**config.mk**
```make
export PLATFORM = sky130hd
export DESIGN_NAME = div_sequencer
export DESIGN_NICKNAME = d
export VERILOG_FILES = /design/src/rtl/div_sequencer.sv
export SDC_FILE = /design/constraint.sdc
export NUM_CORES = 1
export LEC_CHECK = 0
export ABC_AREA = 1
export ABC_CLOCK_PERIOD_IN_PS = 7300
export CORE_ASPECT_RATIO = 0.75
export CORE_MARGIN = 3
export CORE_UTILIZATION = 55
export CTS_CLUSTER_SIZE = 14
export DETAILED_ROUTE_END_ITERATION = 10
export PLACE_DENSITY = 0.81
export SYNTH_ARGS = -nofsm -noshare
export SYNTH_HDL_FRONTEND = slang
export SYNTH_SLANG_ARGS = --single-unit
```
**constraint.sdc**
```tcl
create_clock -name CLK -period 7.3 [get_ports CLK]
set_clock_uncertainty 0.2 [all_clocks]
set_input_delay 1.825 -clock CLK [delete_from_list [all_inputs] [get_ports CLK]]
set_output_delay 1.825 -clock CLK [all_outputs]
set_load 0.05 [all_outputs]
```
**src/rtl/div_sequencer.sv**
```systemverilog
// div_sequencer: multi-cycle restoring radix-2 divide controller (DIV/DIVU/REM/REMU).
// Optional last-result cache enabled with `define DIV_RESULT_CACHE_EN.
module div_sequencer #(
   parameter int WIDTH = 32
) (
   input  logic             CLK,
   input  logic             RESET,
   input  logic             START,
   input  logic             FLUSH,
   input  logic [1:0]       DIV_OP,
   input  logic [WIDTH-1:0] DATA1,
   input  logic [WIDTH-1:0] DATA2,
   output logic [WIDTH-1:0] RESULT,
   output logic             DONE,
   output logic             BUSY,
   output logic             STALL
);

   localparam int CW = $clog2(WIDTH) + 1;
   localparam logic [CW-1:0] CNT_LAST = CW'(WIDTH - 1);
   localparam logic [CW-1:0] CNT_MAX  = CW'(WIDTH);
   localparam logic [WIDTH-1:0] MIN = {1'b1, {(WIDTH-1){1'b0}}};

   typedef enum logic [1:0] {
      S_IDLE = 2'd0,
      S_RUN  = 2'd1,
      S_DONE = 2'd2
   } state_t;

   state_t           state_q, state_d;
   logic [CW-1:0]    cnt_q, cnt_d;
   logic [WIDTH-1:0] rem_q, rem_d;
   logic [WIDTH-1:0] quo_q, quo_d;
   logic [WIDTH-1:0] dvs_q, dvs_d;
   logic [WIDTH-1:0] result_q, result_d;
   logic             q_neg_q, q_neg_d;
   logic             r_neg_q, r_neg_d;
   logic             sel_r_q, sel_r_d;
   logic             busy_q, busy_d;

   logic             sgn, s1, s2;
   logic [WIDTH-1:0] abs1, abs2;
   logic             div_zero, ovf;
   logic [WIDTH:0]   rem_sh, diff;
   logic             no_borrow;
   logic [WIDTH-1:0] rem_nx, quo_nx, q_fix, r_fix;
   logic             hit;
   logic [WIDTH-1:0] hit_res;

   assign sgn      = ~DIV_OP[0];
   assign s1       = sgn & DATA1[WIDTH-1];
   assign s2       = sgn & DATA2[WIDTH-1];
   assign abs1     = s1 ? -DATA1 : DATA1;
   assign abs2     = s2 ? -DATA2 : DATA2;
   assign div_zero = (DATA2 == '0);
   assign ovf      = sgn & (DATA1 == MIN) & (DATA2 == '1);

   assign rem_sh    = {rem_q, quo_q[WIDTH-1]};
   assign diff      = rem_sh - {1'b0, dvs_q};
   assign no_borrow = ~diff[WIDTH];
   assign rem_nx    = no_borrow ? diff[WIDTH-1:0] : rem_sh[WIDTH-1:0];
   assign quo_nx    = {quo_q[WIDTH-2:0], no_borrow};
   assign q_fix     = q_neg_q ? -quo_nx : quo_nx;
   assign r_fix     = r_neg_q ? -rem_nx : rem_nx;

`ifdef DIV_RESULT_CACHE_EN
   logic             c_vld_q, c_vld_d;
   logic             c_sgn_q, c_sgn_d;
   logic [WIDTH-1:0] c_a_q, c_a_d, c_b_q, c_b_d;
   logic [WIDTH-1:0] c_qt_q, c_qt_d, c_rm_q, c_rm_d;
   logic [WIDTH-1:0] a_q, a_d, b_q, b_d;
   logic             sgn_q, sgn_d;

   assign hit = c_vld_q & (c_a_q == DATA1) & (c_b_q == DATA2)
              & (c_sgn_q == sgn);
   assign hit_res = DIV_OP[1] ? c_rm_q : c_qt_q;
`else
   assign hit     = 1'b0;
   assign hit_res = '0;
`endif

   // Next-state, datapath iteration, special cases and result selection
   always_comb begin
      state_d  = state_q;
      cnt_d    = cnt_q;
      rem_d    = rem_q;
      quo_d    = quo_q;
      dvs_d    = dvs_q;
      result_d = result_q;
      q_neg_d  = q_neg_q;
      r_neg_d  = r_neg_q;
      sel_r_d  = sel_r_q;
      busy_d   = 1'b0;
`ifdef DIV_RESULT_CACHE_EN
      c_vld_d  = c_vld_q;
      c_sgn_d  = c_sgn_q;
      c_a_d    = c_a_q;
      c_b_d    = c_b_q;
      c_qt_d   = c_qt_q;
      c_rm_d   = c_rm_q;
      a_d      = a_q;
      b_d      = b_q;
      sgn_d    = sgn_q;
`endif
      case (state_q)
         S_RUN: begin
            rem_d = rem_nx;
            quo_d = quo_nx;
            cnt_d = (cnt_q == CNT_MAX) ? cnt_q : cnt_q + 1'b1;
            if (cnt_q == CNT_LAST) begin
               state_d  = S_DONE;
               result_d = sel_r_q ? r_fix : q_fix;
`ifdef DIV_RESULT_CACHE_EN
               if (!FLUSH) begin
                  c_vld_d = 1'b1;
                  c_sgn_d = sgn_q;
                  c_a_d   = a_q;
                  c_b_d   = b_q;
                  c_qt_d  = q_fix;
                  c_rm_d  = r_fix;
               end
`endif
            end else begin
               busy_d = 1'b1;
            end
         end
         default: begin
            state_d = S_IDLE;
            if (START) begin
               if (div_zero) begin
                  state_d  = S_DONE;
                  result_d = DIV_OP[1] ? DATA1 : '1;
               end else if (ovf) begin
                  state_d  = S_DONE;
                  result_d = DIV_OP[1] ? '0 : MIN;
               end else if (hit) begin
                  state_d  = S_DONE;
                  result_d = hit_res;
               end else begin
                  state_d = S_RUN;
                  busy_d  = 1'b1;
                  cnt_d   = '0;
                  rem_d   = '0;
                  quo_d   = abs1;
                  dvs_d   = abs2;
                  q_neg_d = s1 ^ s2;
                  r_neg_d = s1;
                  sel_r_d = DIV_OP[1];
`ifdef DIV_RESULT_CACHE_EN
                  a_d     = DATA1;
                  b_d     = DATA2;
                  sgn_d   = sgn;
`endif
               end
            end
         end
      endcase
      if (FLUSH) begin
         state_d  = S_IDLE;
         busy_d   = 1'b0;
         result_d = result_q;
      end
   end

   // Control and datapath registers
   always_ff @(posedge CLK) begin
      if (RESET) begin
         state_q  <= S_IDLE;
         cnt_q    <= '0;
         rem_q    <= '0;
         quo_q    <= '0;
         dvs_q    <= '0;
         result_q <= '0;
         q_neg_q  <= 1'b0;
         r_neg_q  <= 1'b0;
         sel_r_q  <= 1'b0;
         busy_q   <= 1'b0;
      end else begin
         state_q  <= state_d;
         cnt_q    <= cnt_d;
         rem_q    <= rem_d;
         quo_q    <= quo_d;
         dvs_q    <= dvs_d;
         result_q <= result_d;
         q_neg_q  <= q_neg_d;
         r_neg_q  <= r_neg_d;
         sel_r_q  <= sel_r_d;
         busy_q   <= busy_d;
      end
   end

`ifdef DIV_RESULT_CACHE_EN
   // Last-result cache and the operands of the op in flight
   always_ff @(posedge CLK) begin
      if (RESET) begin
         c_vld_q <= 1'b0;
         c_sgn_q <= 1'b0;
         c_a_q   <= '0;
         c_b_q   <= '0;
         c_qt_q  <= '0;
         c_rm_q  <= '0;
         a_q     <= '0;
         b_q     <= '0;
         sgn_q   <= 1'b0;
      end else begin
         c_vld_q <= c_vld_d;
         c_sgn_q <= c_sgn_d;
         c_a_q   <= c_a_d;
         c_b_q   <= c_b_d;
         c_qt_q  <= c_qt_d;
         c_rm_q  <= c_rm_d;
         a_q     <= a_d;
         b_q     <= b_d;
         sgn_q   <= sgn_d;
      end
   end
`endif

   assign RESULT = result_q;
   assign DONE   = (state_q == S_DONE);
   assign BUSY   = busy_q;
   assign STALL  = ~RESET & ((START & ((state_q == S_IDLE) | (state_q == S_DONE)))
                            | (state_q == S_RUN));

endmodule

```
* After elaboration in Yosys (flattened, before gate mapping) *
Index checks and enable logic that the tools add are counted.

word-level totals
  bits in registers = 140
  output and inout port bits = 35

cells by class
  $add $sub $neg = 6
  eq/ne operators = 10
  muxes and demuxes = 36
  bitwise operators = 16
  reduce and logical (&&, ||, !) cells = 9

operator list
  operator                number
  $mux W32                21
  $neg A32 Y32            4
  $eq A32 B32 Y1 const B  2
  $sub A33 B32 Y33        1
  $logic_not A32 Y1       1
  $mux W6                 5
  $reduce_and A4 Y1       3
  $mux W2                 5
  $not A1 Y1              7
  $add A6 B1 Y6 const B   1
  $and A1 B1 Y1           6
  $eq A6 B5 Y1 const B    1
  $eq A6 B6 Y1 const B    1
  $mux W1                 5
  $ne A2 B1 Y1 const B    2
  $ne A2 B2 Y1 const B    2
  $reduce_and A3 Y1       1
  $reduce_bool A3 Y1      1
  $eq A2 B1 Y1 const B    1
  $eq A2 B2 Y1 const B    1
  $logic_not A2 Y1        1
  $or A1 B1 Y1            2
  $reduce_bool A2 Y1      1
  $reduce_or A2 Y1        1
  $xor A1 B1 Y1           1

* Depth between registers and ports, before layout *
Gate-level depths: netlist (run 1).

  word-level depth = 7
  depth in mapped cells = 32
  depth with buffers taken out = 30

* Least setup slack after synthesis (run 1) *
No wires, ideal clock.

  kind = input-to-output
  from = input port RESET
  to = output port STALL
  data arrival time = 3.343 ns
  data required time = 5.275 ns
  path slack = 1.932 ns
  stages on the path = 3
  path buffers = 2
  cell sequence = clkbuf_1 -> clkbuf_1 -> a211oi_1

on the way
  longest elaborated chain between the ends = 2

ends and longest elaborated chain
  item           line  source
  from (decl)    7     input logic RESET,
  $not A1 Y1     222   assign STALL = ~RESET & ((START & ((state_q == S_IDLE) | (state_q == S_DONE)))
  $and A1 B1 Y1  222
  to (decl)      16    output logic STALL

No other way between the ends.

* Final worst setup path (run 1) *
  from = input port START
  to = output port STALL

on the way
  longest elaborated chain between the ends = 3

ends and longest elaborated chain
  item           line  source
  from (decl)    8     input logic START,
  $and A1 B1 Y1  222
  $or A1 B1 Y1   223   | (state_q == S_RUN));
  $and A1 B1 Y1  222

No other way between the ends.

==> results.yml, run 1 <==
cells_and_area:
  area_growth_pct: 13.76
  mostFrequentLayoutCells: "nand2_1 (627), inv_1 (258), nor2_1 (208), a21oi_1 (178), o21ai_0 (143)"
  final_core_util_pct: 65.26
  regArea_mm2: 0.002803
  diodes: 0
  fillers: 2044
  multi_input_area_mm2: 0.008203
  fin_nets: 2304
  final_common_cell: "nand2_1"
  layout-drive-gt1-share_pct: 5.483
timing:
  tightestPinTransition_ns: 1.098
  fmax_mhz: 182.9
  fin_hold_ws_ns: 0.2747
  finalMaxSlewViolations: 0
  finalHoldViolCount: 0
  setup_viol: 0
  finalCritPeriodShare_pct: 74.89
  min_period_ns: 5.467
  rsz0062_at_grt: "false"
  max_slew_margin_pct: 26.74
  tns_ns: 0
critical_path:
  critPathSlowestCell: "clkdlybuf4s50_1"
  r2r_end: "RESULT[24]"
  cp_common_cell: "clkdlybuf4s50_1"
  critPathLaunchType: "primary input"
  path_cells: "clkdlybuf4s50_1, nor2_1, a211oi_1, clkdlybuf4s50_1"
  slowest_delay_ns: 0.84
  rrSetupSlack_ns: 1.93
  worstRegToRegCells: 27
  end_kind: "output port"
  rr_startpoint: "dvs_q[0]"
  crit_required_ns: 5.28
  critPathMaxFanout: 2
  critical_path_class: "primary input to output port"
  cp.arrival_ns: 3.44
power_and_ir_drop:
  p_sw_share_pct: 33.35
  power_frac_comb_pct: 23.9
  pwr-share-clk_pct: 40.3
  intPower_uw: 1558
  seq_power_share_pct: 35.8
  static-leakage-power_uw: 0.006760
  power_density_mw_per_mm2: 165.5
  switching_power_uw: 779.4
  ir_worst_vdd_uv: 177.5
  power.total_uw: 2337
job:
  cap_violations: 0
clock_tree:
  clk_latency_ns: 0.44
  post_cts_buffers: 0
  cts_made_buffers: 17
  cts_hold_buffers: 0
  clk_pin_slew_ns: 0.06
  cts_sinks: 140
  post_cts_resized: 0
  cts_max_level: 4
  cts_tree: "built"
  cts_buffer_depth: 2
  root_buffer: "clkbuf_16"
drt:
  drt_pass1_iterations: 6
  drt-initial-drc-count: 1814
  vias_per_cell: 5.768
  wirelength_um: 40080
  route.detailed.drc: 0
  ant_nets: 0
  num_vias: 14390
  routedWlPerCell_um: 16.06
global_routing:
  antenna_found_initial: 0
  met2_usage_pct: 49.10
  grt_pass1_wl_um: 64190
  grt_overflow_total: 0
  grt_use_total_pct: 31.88
  use_met1_pct: 46.27
  grt_use_met3_pct: 5.536
  grt_max_degree: 91
  top_usage_layer: "met2"
  grt_pass1_vias: 12680
logic_synthesis:
  yosysSeqAreaShare_pct: 22.58
  synth_top_flop_cell: "dfxtp_1"
  yosysWarningCount: 0
  synth_top_family_by_area: "simple AND/OR/NAND/NOR gates"
  synth_edf_count: 0
  syn_area_per_cell_um2: 5.785
  ys_seq_elements: 140
  synth_xor_area_share_pct: 4.727
  syn_area_mm2: 0.01241
  synth-simple-area-share_pct: 38.03
  synth_compound_area_share_pct: 19.17
  syn_nets: 2256
  synth_cells: 2146
  synth.area.mux_share_pct: 0
  synthAdderAreaFrac_pct: 4.092
  ys_types: 51
  postSynth.asyncResetShare_pct: 0
die:
  start_util_pct: 57.37
  coreArea_mm2: 0.02164
  dieHeight_um: 136.1
  pin_count: 105
  die-area_mm2: 0.02443
  fp.dieW_um: 179.5
  row_count: 46
status:
  status: "complete, no violations"
place:
  hpwl_um: 30310
  gp_congestion: 0.9872
  portBuffers: 104
min_path:
  hold_path_end: "dvs_q[31]"
  min_path_cells: 2
  min-delay-start: "dvs_q[31]"
  hp-class: "flop to flop"
area by class of cell:
class                           count  share of cell area [%]
Multi-Input combinational cell   1649                   58.08
Timing Repair Buffer              115                   7.921
Inverter                          271                   7.203
Sequential cell                   140                   19.85
Clock inverter                     14                   1.356
Tap cell                          288                   2.552
Clock buffer                       18                   3.039
stage by stage:
stage / instances / area, um2 / setup WS [ns]
5_1_grt: 2495 / 14120 / 1.523
6_report: 2495 / 14120 / 1.833
3_3_place_gp: 2463 / 13500 / 1.780
3_5_place_dp: 2463 / 13500 / 1.594
2_1_floorplan: 2146 / 12410 / 1.932
4_1_cts: 2495 / 14120 / 1.837
power groups by stage:
stage / Sequential, uW / Combinational [uW] / Clock, uW
6_report: 837 / 558 / 942
2_1_floorplan: 853 / 360 / 0
4_1_cts: 834 / 545 / 944
5_1_grt: 840 / 615 / 977
3_5_place_dp: 851 / 540 / 0
3_3_place_gp: 851 / 529 / 0
sequential cells by signal (all words and copies together) (netlist names):
signal	count
BUSY	1
RESULT	32
cnt_q	6
dvs_q	32
q_neg_q	1
quo_q	32
r_neg_q	1
rem_q	32
sel_r_q	1
state_q	2
critical path: cells and delay by family:
family,cells,cell delay (ns)
compound gates,1,0.22
buf+inv,2,1.33
simple gates,1,0.06
Yosys cell counts (3+ instances only):
cell type,count,area share (%)
o221ai_1,6,0.42
nand2_4,5,0.45
nand2_1,627,19
nand3b_1,7,0.42
a211oi_1,3,0.18
nor2_1,209,6.3
a31oi_1,38,1.9
o21ai_0,143,5.8
nor3_1,37,1.5
dfxtp_1,140,23
nor3b_1,3,0.18
o21bai_1,8,0.48
xnor2_1,19,1.3
o22ai_1,6,0.30
ha_1,39,3.9
or2_2,7,0.35
clkbuf_1,63,1.9
nand3_1,131,5.3
clkinv_1,5,0.15
nor4_1,10,0.50
buf_6,7,0.63
o31ai_1,7,0.42
inv_1,258,7.8
buf_2,7,0.28
a21o_1,3,0.18
o211ai_1,4,0.24
nor2_2,10,0.50
a21oi_2,7,0.49
nor2_4,4,0.36
xor2_1,48,3.4
o21ai_2,5,0.35
inv_2,8,0.24
a21oi_1,178,7.2
nand2_2,23,1.2
nand3_2,3,0.24
nand4_1,25,1.3
buf_1,7,0.21
o21ai_1,19,0.77
routing by layer:
| layer | vias to the layer above | wire, um |
|---|---|---|
| met3 | 67 | 4170 |
| met5 | - | 0 |
| met1 | 6522 | 18040 |
| met2 | 738 | 17100 |
| met4 | 0 | 773 |
| li1 | 7064 | - |
cells by family (layout without fill, tap and decap cells):
family                     count (synthesis)  count (layout)
and+or+nand+nor                         1109            1109
AOI/OAI and AO/OA                        433             433
buffers and inverters                    357             418
DFF                                      140             140
xor gates and xnor gates                  67              67
adders and majority gates                 40              40
worst max-delay path by stage:
stage,start,cells past startpoint,to
after detailed placement,DATA1[0],16,RESULT[2]
after CTS,START,4,STALL
final,START,4,STALL
after floorplan,RESET,3,STALL
after global routing,DATA1[0],16,RESULT[29]
after global placement,DATA1[0],16,RESULT[23]
(Power assumes the default switching activity.)
==> run 2, diff against run 1 <==
--- a/config.mk
+++ b/config.mk
@@ -6,13 +6,13 @@
 export NUM_CORES = 1
 export LEC_CHECK = 0
 export ABC_AREA = 1
-export ABC_CLOCK_PERIOD_IN_PS = 7300
+export ABC_CLOCK_PERIOD_IN_PS = 4800
 export CORE_ASPECT_RATIO = 0.75
 export CORE_MARGIN = 3
-export CORE_UTILIZATION = 55
+export CORE_UTILIZATION = 54
 export CTS_CLUSTER_SIZE = 14
 export DETAILED_ROUTE_END_ITERATION = 10
-export PLACE_DENSITY = 0.81
+export PLACE_DENSITY = 0.83
 export SYNTH_ARGS = -nofsm -noshare
 export SYNTH_HDL_FRONTEND = slang
 export SYNTH_SLANG_ARGS = --single-unit
==> constraint.sdc (replaced) <==
create_clock -name CLK -period 4.8 [get_ports CLK]
set_clock_uncertainty 0.2 [all_clocks]
set_input_delay 1.2 -clock CLK [delete_from_list [all_inputs] [get_ports CLK]]
set_output_delay 1.2 -clock CLK [all_outputs]
set_load 0.05 [all_outputs]
==> run 2 against run 1 <==
  * Non-clock buffer count grew 11
  * Hold slack better by 0.018 ns
  * Global-route usage shrank 0.24 points
  * Register-to-register slack worse by 1.5 ns
  * Utilization down 1.1 points
  * Clock-buffer cell count increased by 1
  * Clock power up 66%
  * Worst setup slack lost 1.4 ns
  * Sequential share of layout area shrank 0.28 points
  * Power rose by 58%
  * Sequential power grew 52%
  * Critical path type is now flop to flop
==> results.yml, run 2 (same netlist as run 1, synthesis figures left out) <==
status:
  status: "complete, no violations"
critical_path:
  critPathSlowestCell: "dfxtp_1"
  critPathTopFamily: "simple AND/OR/NAND/NOR gates"
  cp_num_buf_inv: 4
  cp_common_cell: "nand2_1"
  critPathMaxFanout: 7
  end_kind: "flop"
  critical_path_class: "flop to flop"
  crit_required_ns: 4.98
  slowest_delay_ns: 0.44
  cp.arrival_ns: 4.54
  critPathLaunchType: "flop"
drt:
  route.detailed.drc: 0
  drt-initial-drc-count: 2209
  vias_per_cell: 5.777
  ant_nets: 0
  num_vias: 14510
  drt_pass1_iterations: 6
  wirelength_um: 40520
  routedWlPerCell_um: 16.13
timing:
  tns_ns: 0
  min_period_ns: 4.362
  finalCritPeriodShare_pct: 90.87
  fin_ws_ns: 0.4382
  finalHoldViolCount: 0
  rsz0062_at_grt: "false"
  setup_viol: 0
  fin_hold_ws_ns: 0.2929
  max_slew_margin_pct: 26.92
  tightestPinTransition_ns: 1.096
  finalMaxSlewViolations: 0
  fmax_mhz: 229.3
cells_and_area:
  regArea_mm2: 0.002803
  fillers: 2094
  final_core_util_pct: 64.11
  area_growth_pct: 15.40
  stdcell_area_mm2: 0.01433
  fin_nets: 2315
  layout-drive-gt1-share_pct: 6.041
  final_common_cell: "nand2_1"
  multi_input_area_mm2: 0.008233
  diodes: 0
  mostFrequentLayoutCells: "nand2_1 (627), inv_1 (258), nor2_1 (208), a21oi_1 (178), o21ai_0 (143)"
power_and_ir_drop:
  static-leakage-power_uw: 0.006850
  ir_worst_vdd_uv: 276.6
  seq_power_share_pct: 34.3
  power_density_mw_per_mm2: 258.3
  switching_power_uw: 1202
  power_frac_comb_pct: 23.5
  intPower_uw: 2499
  pwr-share-clk_pct: 42.2
  p_sw_share_pct: 32.48
clock_tree:
  cts_sinks: 140
  cts_made_buffers: 17
  clk_latency_ns: 0.45
  root_buffer: "clkbuf_16"
  cts_tree: "built"
  cts_hold_buffers: 0
  cts_max_level: 4
  cts_buffer_depth: 2
  clk_pin_slew_ns: 0.06
global_routing:
  grt_pass1_wl_um: 64720
  antenna_found_initial: 0
  grt_pass1_vias: 12790
  grt_overflow_total: 0
  grt_max_degree: 97
  grt_use_total_pct: 31.64
job:
  cap_violations: 0
place:
  gp_congestion: 0.9981
  placed_area_mm2: 0.01362
  hpwl_um: 30520
  place_ws_ns: 0.2041
  portBuffers: 104
die:
  coreArea_mm2: 0.02235
  start_util_pct: 55.55
  fp.dieW_um: 181.1
  row_count: 47
  die-area_mm2: 0.02486
  pin_count: 105
  dieHeight_um: 137.3
min_path:
  hp-class: "flop to flop"
-- run 2: routing by layer --
metal	vias to the layer above	GRT usage [%]	share of wire [%]
met5	-	0	0
met4	0	8.499	2.2
met3	79	7.654	11
met2	758	47.42	42
met1	6589	45.49	45
li1	7086	-	-
-- run 2: repair_timing --
item | in CTS | in global routing
resized for setup | 0 | 5
buffers inserted | 0 | 0
endpoints found under the setup margin | 0 | 7
-- run 2: power by group through the flow --
stage,sequential [uW],combinational [uW],clock [uW]
2_1_floorplan,1300,548,0
6_report,1270,868,1560
5_1_grt,1270,955,1600
3_3_place_gp,1290,818,0
4_1_cts,1260,844,1570
3_5_place_dp,1290,835,0
-- run 2: layout make-up --
cell class	instances	area share, %
Multi-Input combinational cell	1649	57.47
Sequential cell	140	19.56
Timing Repair Buffer	126	8.559
Inverter	271	7.100
Clock buffer	19	3.092
Tap cell	294	2.568
Clock inverter	13	1.651
-- run 2: path summary, 6_finish.rpt --
path / from / to / slack [ns] / cells past startpoint
worst max-delay path: quo_q[31] / RESULT[24] / 0.44 / 29
worst min-delay path: quo_q[30] / quo_q[31] / 0.29 / 2
worst max register to register: quo_q[31] / RESULT[24] / 0.44 / 29
worst min register to register: quo_q[30] / quo_q[31] / 0.29 / 2
-- run 2: per-stage QoR --
stage	cells	power, uW
floorplan	2146	1845
global placement	2480	2107
detailed placement	2480	2125
CTS	2512	3676
global route	2512	3834
finish	2512	3701
-- run 2: worst min-delay path: cells and delay by family, from the launching register on --
family	cells	cell delay (ns)
AO/OA/AOI/OAI	1	0.07
flip-flops	1	0.31
AND/OR/NAND/NOR	1	0.06
